File: config.mk
export PLATFORM = sky130hd
export DESIGN_NAME = kernel_interrupt_arbiter
export DESIGN_NICKNAME = d
export VERILOG_FILES = /design/src/rtl/kernel_interrupt_arbiter_pkg.sv /design/src/rtl/kernel_irq_rr_arbiter.sv /design/src/rtl/kernel_interrupt_arbiter.sv
export SDC_FILE = /design/constraint.sdc
export NUM_CORES = 1
export LEC_CHECK = 0
export ABC_AREA = 1
export ABC_CLOCK_PERIOD_IN_PS = 10950
export BUFFER_PORTS_ARGS = -buffer_cell sky130_fd_sc_hd__buf_2
export CAP_MARGIN = 25
export CORE_AREA = 2 2 156 234
export DETAILED_ROUTE_END_ITERATION = 6
export DIE_AREA = 0 0 158 236
export PLACE_DENSITY = 0.86
export SLEW_MARGIN = 20
export SYNTH_ARGS = -nofsm -noshare
export SYNTH_HDL_FRONTEND = slang
export SYNTH_SLANG_ARGS = --single-unit
File: constraint.sdc
create_clock -name clk -period 10.95 [get_ports clk]
set_input_delay 0 -clock clk [delete_from_list [all_inputs] [get_ports clk]]
set_output_delay 0 -clock clk [all_outputs]
set_load 0.02 [all_outputs]
File: src/rtl/kernel_interrupt_arbiter_pkg.sv
`default_nettype none
// ============================================================================
// Module      : kernel_irq_defs (package)
// Description : Shared FSM encoding, default widths and index-width helper
//               for the kernel interrupt arbiter.
// Revision    : 1.0 - initial release
// ============================================================================
package kernel_irq_defs;

   localparam int c_CTXW_DEFAULT  = 9;
   localparam int c_SRC_W_DEFAULT = 64;

   typedef enum logic [1:0] {
      IDLE     = 2'd0,
      ISSUE    = 2'd1,
      WAIT_ACK = 2'd2
   } irq_state_t;

   // Returns at least 1 so a single-entry index still has a legal width.
   function automatic int clog2(input int value);
      int result;
      int v;
      result = 0;
      v      = value - 1;
      while (v > 0) begin
         result = result + 1;
         v      = v >> 1;
      end
      if (result == 0) result = 1;
      return result;
   endfunction

endpackage
`default_nettype wire

File: src/rtl/kernel_irq_rr_arbiter.sv
`default_nettype none
// ============================================================================
// Module      : kernel_irq_rr_arbiter
// Description : Combinational rotate-priority pick: first set bit of the
//               pending vector at or after the round-robin pointer.
// Revision    : 1.0 - initial release
// ============================================================================
module kernel_irq_rr_arbiter
   import kernel_irq_defs::*;
#(
   parameter int NUM_KERNELS = 4,
   parameter int IDXW        = clog2(NUM_KERNELS)
)(
   input  logic [NUM_KERNELS-1:0] i_pending,
   input  logic [IDXW-1:0]        i_rr_ptr,
   output logic [IDXW-1:0]        o_grant,
   output logic                   o_valid
);

   logic [IDXW-1:0] w_idx [NUM_KERNELS];

   for (genvar k = 0; k < NUM_KERNELS; k++) begin : g_rot
      logic [IDXW:0] w_sum;
      assign w_sum    = {1'b0, i_rr_ptr} + (IDXW+1)'(k);
      assign w_idx[k] = (w_sum >= (IDXW+1)'(NUM_KERNELS))
                        ? IDXW'(w_sum - (IDXW+1)'(NUM_KERNELS))
                        : IDXW'(w_sum);
   end

   // Scan from farthest to nearest so the nearest pending index wins.
   always_comb begin
      o_grant = '0;
      o_valid = 1'b0;
      for (int k = NUM_KERNELS - 1; k >= 0; k--) begin
         if (i_pending[w_idx[k]]) begin
            o_grant = w_idx[k];
            o_valid = 1'b1;
         end
      end
   end

endmodule
`default_nettype wire

File: src/rtl/kernel_interrupt_arbiter.sv
`default_nettype none
// ============================================================================
// Module      : kernel_interrupt_arbiter
// Description : Round-robin sharing of one upstream interrupt channel among
//               NUM_KERNELS kernels. Optional ack timeout when
//               KERNEL_IRQ_ACK_TIMEOUT_EN is defined.
// Revision    : 1.0 - initial release
// ============================================================================
module kernel_interrupt_arbiter
   import kernel_irq_defs::*;
#(
   parameter int NUM_KERNELS    = 4,
   parameter int CTXW           = c_CTXW_DEFAULT,
   parameter int SRC_W          = c_SRC_W_DEFAULT,
   parameter int TIMEOUT_CYCLES = 4096
)(
   input  logic                        clk,
   input  logic                        reset,
   input  logic [NUM_KERNELS-1:0]      k_irq_req,
   input  logic [NUM_KERNELS*SRC_W-1:0] k_irq_src,
   input  logic [NUM_KERNELS*CTXW-1:0] k_irq_ctx,
   output logic [NUM_KERNELS-1:0]      k_irq_ack,
   output logic                        irq_req,
   output logic [SRC_W-1:0]            irq_src,
   output logic [CTXW-1:0]             irq_ctx,
   input  logic                        irq_ack,
   output logic [NUM_KERNELS-1:0]      irq_pending,
   output logic                        irq_busy,
   output logic [NUM_KERNELS-1:0]      err_overrun,
   output logic                        err_timeout,
   input  logic                        err_clr
);

   localparam int c_IDXW = clog2(NUM_KERNELS);

   irq_state_t             r_state;
   irq_state_t             w_state_nxt;
   logic [NUM_KERNELS-1:0] r_pending;
   logic [SRC_W-1:0]       r_cap_src [NUM_KERNELS];
   logic [CTXW-1:0]        r_cap_ctx [NUM_KERNELS];
   logic [c_IDXW-1:0]      r_rr_ptr;
   logic [c_IDXW-1:0]      r_grant;
   logic [c_IDXW-1:0]      w_pick;
   logic                   w_pick_valid;
   logic                   w_take;
   logic                   w_retire;
   logic                   w_timeout;
   logic [NUM_KERNELS-1:0] w_retire_vec;
   logic [NUM_KERNELS-1:0] w_accept;
   logic [NUM_KERNELS-1:0] w_overrun_set;
   logic [NUM_KERNELS-1:0] r_k_irq_ack;
   logic [NUM_KERNELS-1:0] r_err_overrun;
   logic [SRC_W-1:0]       r_irq_src;
   logic [CTXW-1:0]        r_irq_ctx;

   kernel_irq_rr_arbiter #(
      .NUM_KERNELS (NUM_KERNELS),
      .IDXW        (c_IDXW)
   ) u_rr (
      .i_pending (r_pending),
      .i_rr_ptr  (r_rr_ptr),
      .o_grant   (w_pick),
      .o_valid   (w_pick_valid)
   );

   always_ff @(posedge clk or posedge reset) begin
      if (reset) r_state <= IDLE;
      else       r_state <= w_state_nxt;
   end

   // Arbitration is held off while a retire ack is being pulsed, giving the
   // ack-to-next-request spacing of three cycles.
   always_comb begin
      w_state_nxt = r_state;
      w_take      = 1'b0;
      w_retire    = 1'b0;
      case (r_state)
         IDLE: begin
            if (w_pick_valid && (r_k_irq_ack == '0)) begin
               w_take      = 1'b1;
               w_state_nxt = ISSUE;
            end
         end
         ISSUE:    w_state_nxt = WAIT_ACK;
         WAIT_ACK: begin
            if (irq_ack || w_timeout) begin
               w_retire    = 1'b1;
               w_state_nxt = IDLE;
            end
         end
         default:  w_state_nxt = IDLE;
      endcase
   end

   assign w_retire_vec = w_retire ? (NUM_KERNELS'(1) << r_grant) : '0;

   for (genvar i = 0; i < NUM_KERNELS; i++) begin : g_kernel
      assign w_accept[i]      = k_irq_req[i] && (!r_pending[i] || w_retire_vec[i]);
      assign w_overrun_set[i] = k_irq_req[i] && r_pending[i] && !w_retire_vec[i];
   end

   always_ff @(posedge clk or posedge reset) begin
      if (reset) begin
         r_pending <= '0;
         for (int i = 0; i < NUM_KERNELS; i++) begin
            r_cap_src[i] <= '0;
            r_cap_ctx[i] <= '0;
         end
      end else begin
         for (int i = 0; i < NUM_KERNELS; i++) begin
            if (w_accept[i]) begin
               r_pending[i] <= 1'b1;
               r_cap_src[i] <= k_irq_src[i*SRC_W +: SRC_W];
               r_cap_ctx[i] <= k_irq_ctx[i*CTXW +: CTXW];
            end else if (w_retire_vec[i]) begin
               r_pending[i] <= 1'b0;
            end
         end
      end
   end

   always_ff @(posedge clk or posedge reset) begin
      if (reset) begin
         r_grant     <= '0;
         r_rr_ptr    <= '0;
         r_irq_src   <= '0;
         r_irq_ctx   <= '0;
         r_k_irq_ack <= '0;
      end else begin
         r_k_irq_ack <= w_retire_vec;
         if (w_take) begin
            r_grant   <= w_pick;
            r_irq_src <= r_cap_src[w_pick];
            r_irq_ctx <= r_cap_ctx[w_pick];
         end
         if (w_retire) begin
            r_rr_ptr <= (r_grant == c_IDXW'(NUM_KERNELS - 1)) ? '0
                                                               : r_grant + c_IDXW'(1);
         end
      end
   end

   always_ff @(posedge clk or posedge reset) begin
      if (reset)        r_err_overrun <= '0;
      else if (err_clr) r_err_overrun <= '0;
      else              r_err_overrun <= r_err_overrun | w_overrun_set;
   end

`ifdef KERNEL_IRQ_ACK_TIMEOUT_EN
   localparam int c_TOW = clog2(TIMEOUT_CYCLES) + 1;

   logic [c_TOW-1:0] r_to_cnt;
   logic             r_err_timeout;

   always_ff @(posedge clk or posedge reset) begin
      if (reset)                    r_to_cnt <= '0;
      else if (r_state == ISSUE)    r_to_cnt <= '0;
      else if (r_state == WAIT_ACK) r_to_cnt <= r_to_cnt + c_TOW'(1);
   end

   assign w_timeout = (r_state == WAIT_ACK) && (r_to_cnt == c_TOW'(TIMEOUT_CYCLES - 1));

   // A real ack in the expiry cycle wins and suppresses the error.
   always_ff @(posedge clk or posedge reset) begin
      if (reset)                        r_err_timeout <= 1'b0;
      else if (err_clr)                 r_err_timeout <= 1'b0;
      else if (w_timeout && !irq_ack)   r_err_timeout <= 1'b1;
   end

   assign err_timeout = r_err_timeout;
`else
   assign w_timeout   = 1'b0;
   assign err_timeout = 1'b0;
`endif

   assign k_irq_ack   = r_k_irq_ack;
   assign irq_req     = (r_state == ISSUE);
   assign irq_src     = r_irq_src;
   assign irq_ctx     = r_irq_ctx;
   assign irq_pending = r_pending;
   assign irq_busy    = (r_state != IDLE);
   assign err_overrun = r_err_overrun;

endmodule
`default_nettype wire

==> results by group <==
Global routing
  • Global route overflow: 0
  • Antenna violations before repair: 20
  • First-pass GRT wire length: about 100000 um
  • Largest net degree at the start of global routing: 95
  • Vias in the first global route: 19500
  • Aggregate global-route resource usage: 36.3%

STA
  • Worst setup margin: 6.78 ns
  • Slew @ Worst Pin: ~1 ns
  • TNS Setup: 0 ns
  • Unrepaired setup endpoints after global routing: false
  • Rel. slew slack: 32.1%
  • Final hold violations: 0
  • Max Clk Rate: between 0.2 and 0.25 GHz
  • Final setup violating endpoints: 0
  • Crit share post-route: between 30% and 40%
  • Max-slew violation count: 0
  • Min Tclk post-route: roughly 4.2 ns
  • Layout Skew: around 0.013 ns

Worst hold path
  • Tightest Hold Check Type: input port to asynchronous set/reset pin

Clocking
  • CTS tree: done
  • Clock root buffer master: clkbuf_16
  • Clk_lat worst skew: around 0.53 ns
  • CTS max path bufs: 3
  • # H-tree levels: 2
  • CTS Sinks: about 380
  • Register clock-pin slew on the reported worst setup and hold paths: around 0.07 ns
  • Post-CTS Setup Inserts: 0
  • Num CTS Buffers: 37

Layout
  • Area growth from synthesis to layout: 37.6%
  • Layout Nets: between 3000 and 4000
  • Core Util, Final: 66.2%
  • Commonest non-fill, non-tap cells in the layout: 386 x buf_2, 384 x nand2_1, 383 x dfrtp_1
  • Fillers: about 2500
  • Share of layout cells above drive strength 1: 18.1%
  • Final Non-Filler Cells: 3240
  • Commonest non-fill, non-tap cell in the layout: buf_2

Power
  • Switching share of power: between 40% and 50%
  • Maximum vdd ir drop: 0.247 mV
  • Clock power share: between 10% and 20%
  • Internal power: ~0.0038 W
  • PwrDens: between 200 and 300 nW/um2
  • Leakage: roughly 12 nW
  • Switch Pwr: 0.00304 W
  • Total power: 0.00686 W
  • Combinational power share: approximately 45%
  • Reg power frac: a little over a third

Route
  • Antenna Violating Nets Remaining: 0
  • Detailed-route via count: about 18000
  • Routed wire length: between 60000 and 70000 um
  • DRC: 3
  • Post-DR wirelength/cell: slightly above 20 um
  • Detailed Route Iter0 Violations: roughly 2300
  • Pre-Repair DR Iteration Count: 7
  • Vias per cell: roughly 5.7

Critical path
  • CP required: about 11 ns
  • CP Data Arrival Time: between 4 and 5 ns
  • CP endpoint kind: flip-flop
  • Crit start category: flip-flop
  • CP max FO: between 70 and 80
  • Reg2Reg Depth: 10
  • CP Class: flip-flop to flip-flop

Floorplanning
  • Starting Density: 48.1%
  • Die area: roughly 37000 um2
  • Row Count: 85
  • Core area: 35500 um2
  • Die Span X: roughly 160 um
  • Die Y-Extent: approximately 240 um
  • Ports: ~390

Status
  • Status: complete, but fails checks
  • Failing checks: design-rule violations

Yosys
  • Cell count after synthesis: about 2100
  • Cell Area, Synth: between 15000 and 20000 um2
  • Post-synth cell types: 29
  • Yosys Warn Count: 0
  • Seq/Total Area, Yosys: a little under three fifths
  • Syn_area_per_cell: 8.17 um2
  • Synth Register Bits: about 380
  • Mapped Nets: 2396

Placement
  • Placed insts: about 2800
  • Port Buffers: ~390
  • DP HPWL: around 33000 um
  • GPL Wtd Cong: 0.865
  • Worst slack, placed: ~7.0 ns

Run
  • Max cap viols: 0
==> worst max-delay path, stage by stage (launching register included) <==
cell and delay [ns]:
dfrtp_1 0.60, nand2_1 0.16, o21ai_1 0.17, nand2_1 0.14, nand3_2 0.14, nand3_2 0.60, nand2_4 0.87, buf_4 0.77
nand2_1 0.18, nand3_1 0.19, nand3_1 0.14
==> cells by family after synthesis <==
group / Yosys count / share of synthesized area, %
flip-flops: 383 / 56.0
other: 1 / 0.0219
AND/OR/NAND/NOR: 961 / 23.6
adder cells (fa/ha/maj): 4 / 0.293
AO/OA/AOI/OAI: 301 / 8.85
buffers and inverters: 434 / 10.6
multiplexers: 8 / 0.527
==> registers in the layout, indices dropped and copies added, names as in the netlist <==
signal and cells:
r_cap_src 256, irq_src 64, r_cap_ctx 36, irq_ctx 9
err_overrun 4, irq_pending 4, k_irq_ack 4, r_grant 2
r_rr_ptr 2, r_state 2
==> worst paths after layout <==
kind                              from             end  slack (ns)
min                              reset   r_cap_ctx[23]        0.10
max in group asynchronous        reset     irq_src[45]        8.64
max reg2reg                r_rr_ptr[0]     irq_src[47]        6.78
min reg2reg                irq_src[24]     irq_src[24]        0.49
max                        r_rr_ptr[0]     irq_src[47]        6.78
min in group clk               err_clr  err_overrun[2]        0.22
==> per-layer routing <==
layer / vias up / GRT usage [%] / routed length, um
met5: - / 0.408 / 24
met3: 542 / 10.6 / 6950
met4: 4 / 27.8 / 6090
met1: 8576 / 40.0 / 21900
li1: 7736 / - / -
met2: 1613 / 58.3 / 32300
==> power groups by stage <==
stage	clock (W)	combinational, W	sequential, W
floorplan	0	0.00188	0.00248
global placement	0	0.00264	0.00233
detailed placement	0	0.00276	0.00236
CTS	0.00136	0.00287	0.00234
global route	0.00143	0.00335	0.00244
finish	0.00136	0.00309	0.00241
==> metrics by stage <==
step	hold WS [ns]	area [um2]
global placement	0.141	19100
CTS	0.128	23400
finish	0.104	23500
floorplan	0.0631	17100
global route	0.155	23500
detailed placement	0.160	19100
==> cells in the mapped netlist, drive strengths merged <==
cell type | count | area [um2]
nand2 | 394 | 1500
dfrtp | 383 | 9580
inv | 314 | 1180
nor2 | 296 | 1140
a21oi | 289 | 1450
nand3 | 255 | 1300
buf | 98 | 553
clkbuf | 22 | 82.6
or2 | 13 | 81.3
o21ai | 12 | 67.6
mux2 | 8 | 90.1
ha | 4 | 50.1
conb | 1 | 3.75
nand4 | 1 | 6.26
nor3 | 1 | 16.3
nor4 | 1 | 6.26
==> timing repair <==
item,4_1_cts,5_1_grt
endpoints found under the hold margin,399,0
hold buffers,300,0
gates resized for setup,0,0
==> area by class of cell <==
type / instances / area (um2) / area share (%)
Multi-Input combinational cell: 1275 / 5740 / 24.4
Tap cell: 478 / 598 / 2.54
Timing Repair Buffer: 700 / 5080 / 21.6
Clock buffer: 54 / 1120 / 4.77
Clock inverter: 13 / 156 / 0.665
Inverter: 314 / 1190 / 5.05
Antenna cell: 23 / 57.6 / 0.245
Sequential cell: 383 / 9580 / 40.7
(Power assumes the default switching activity.)
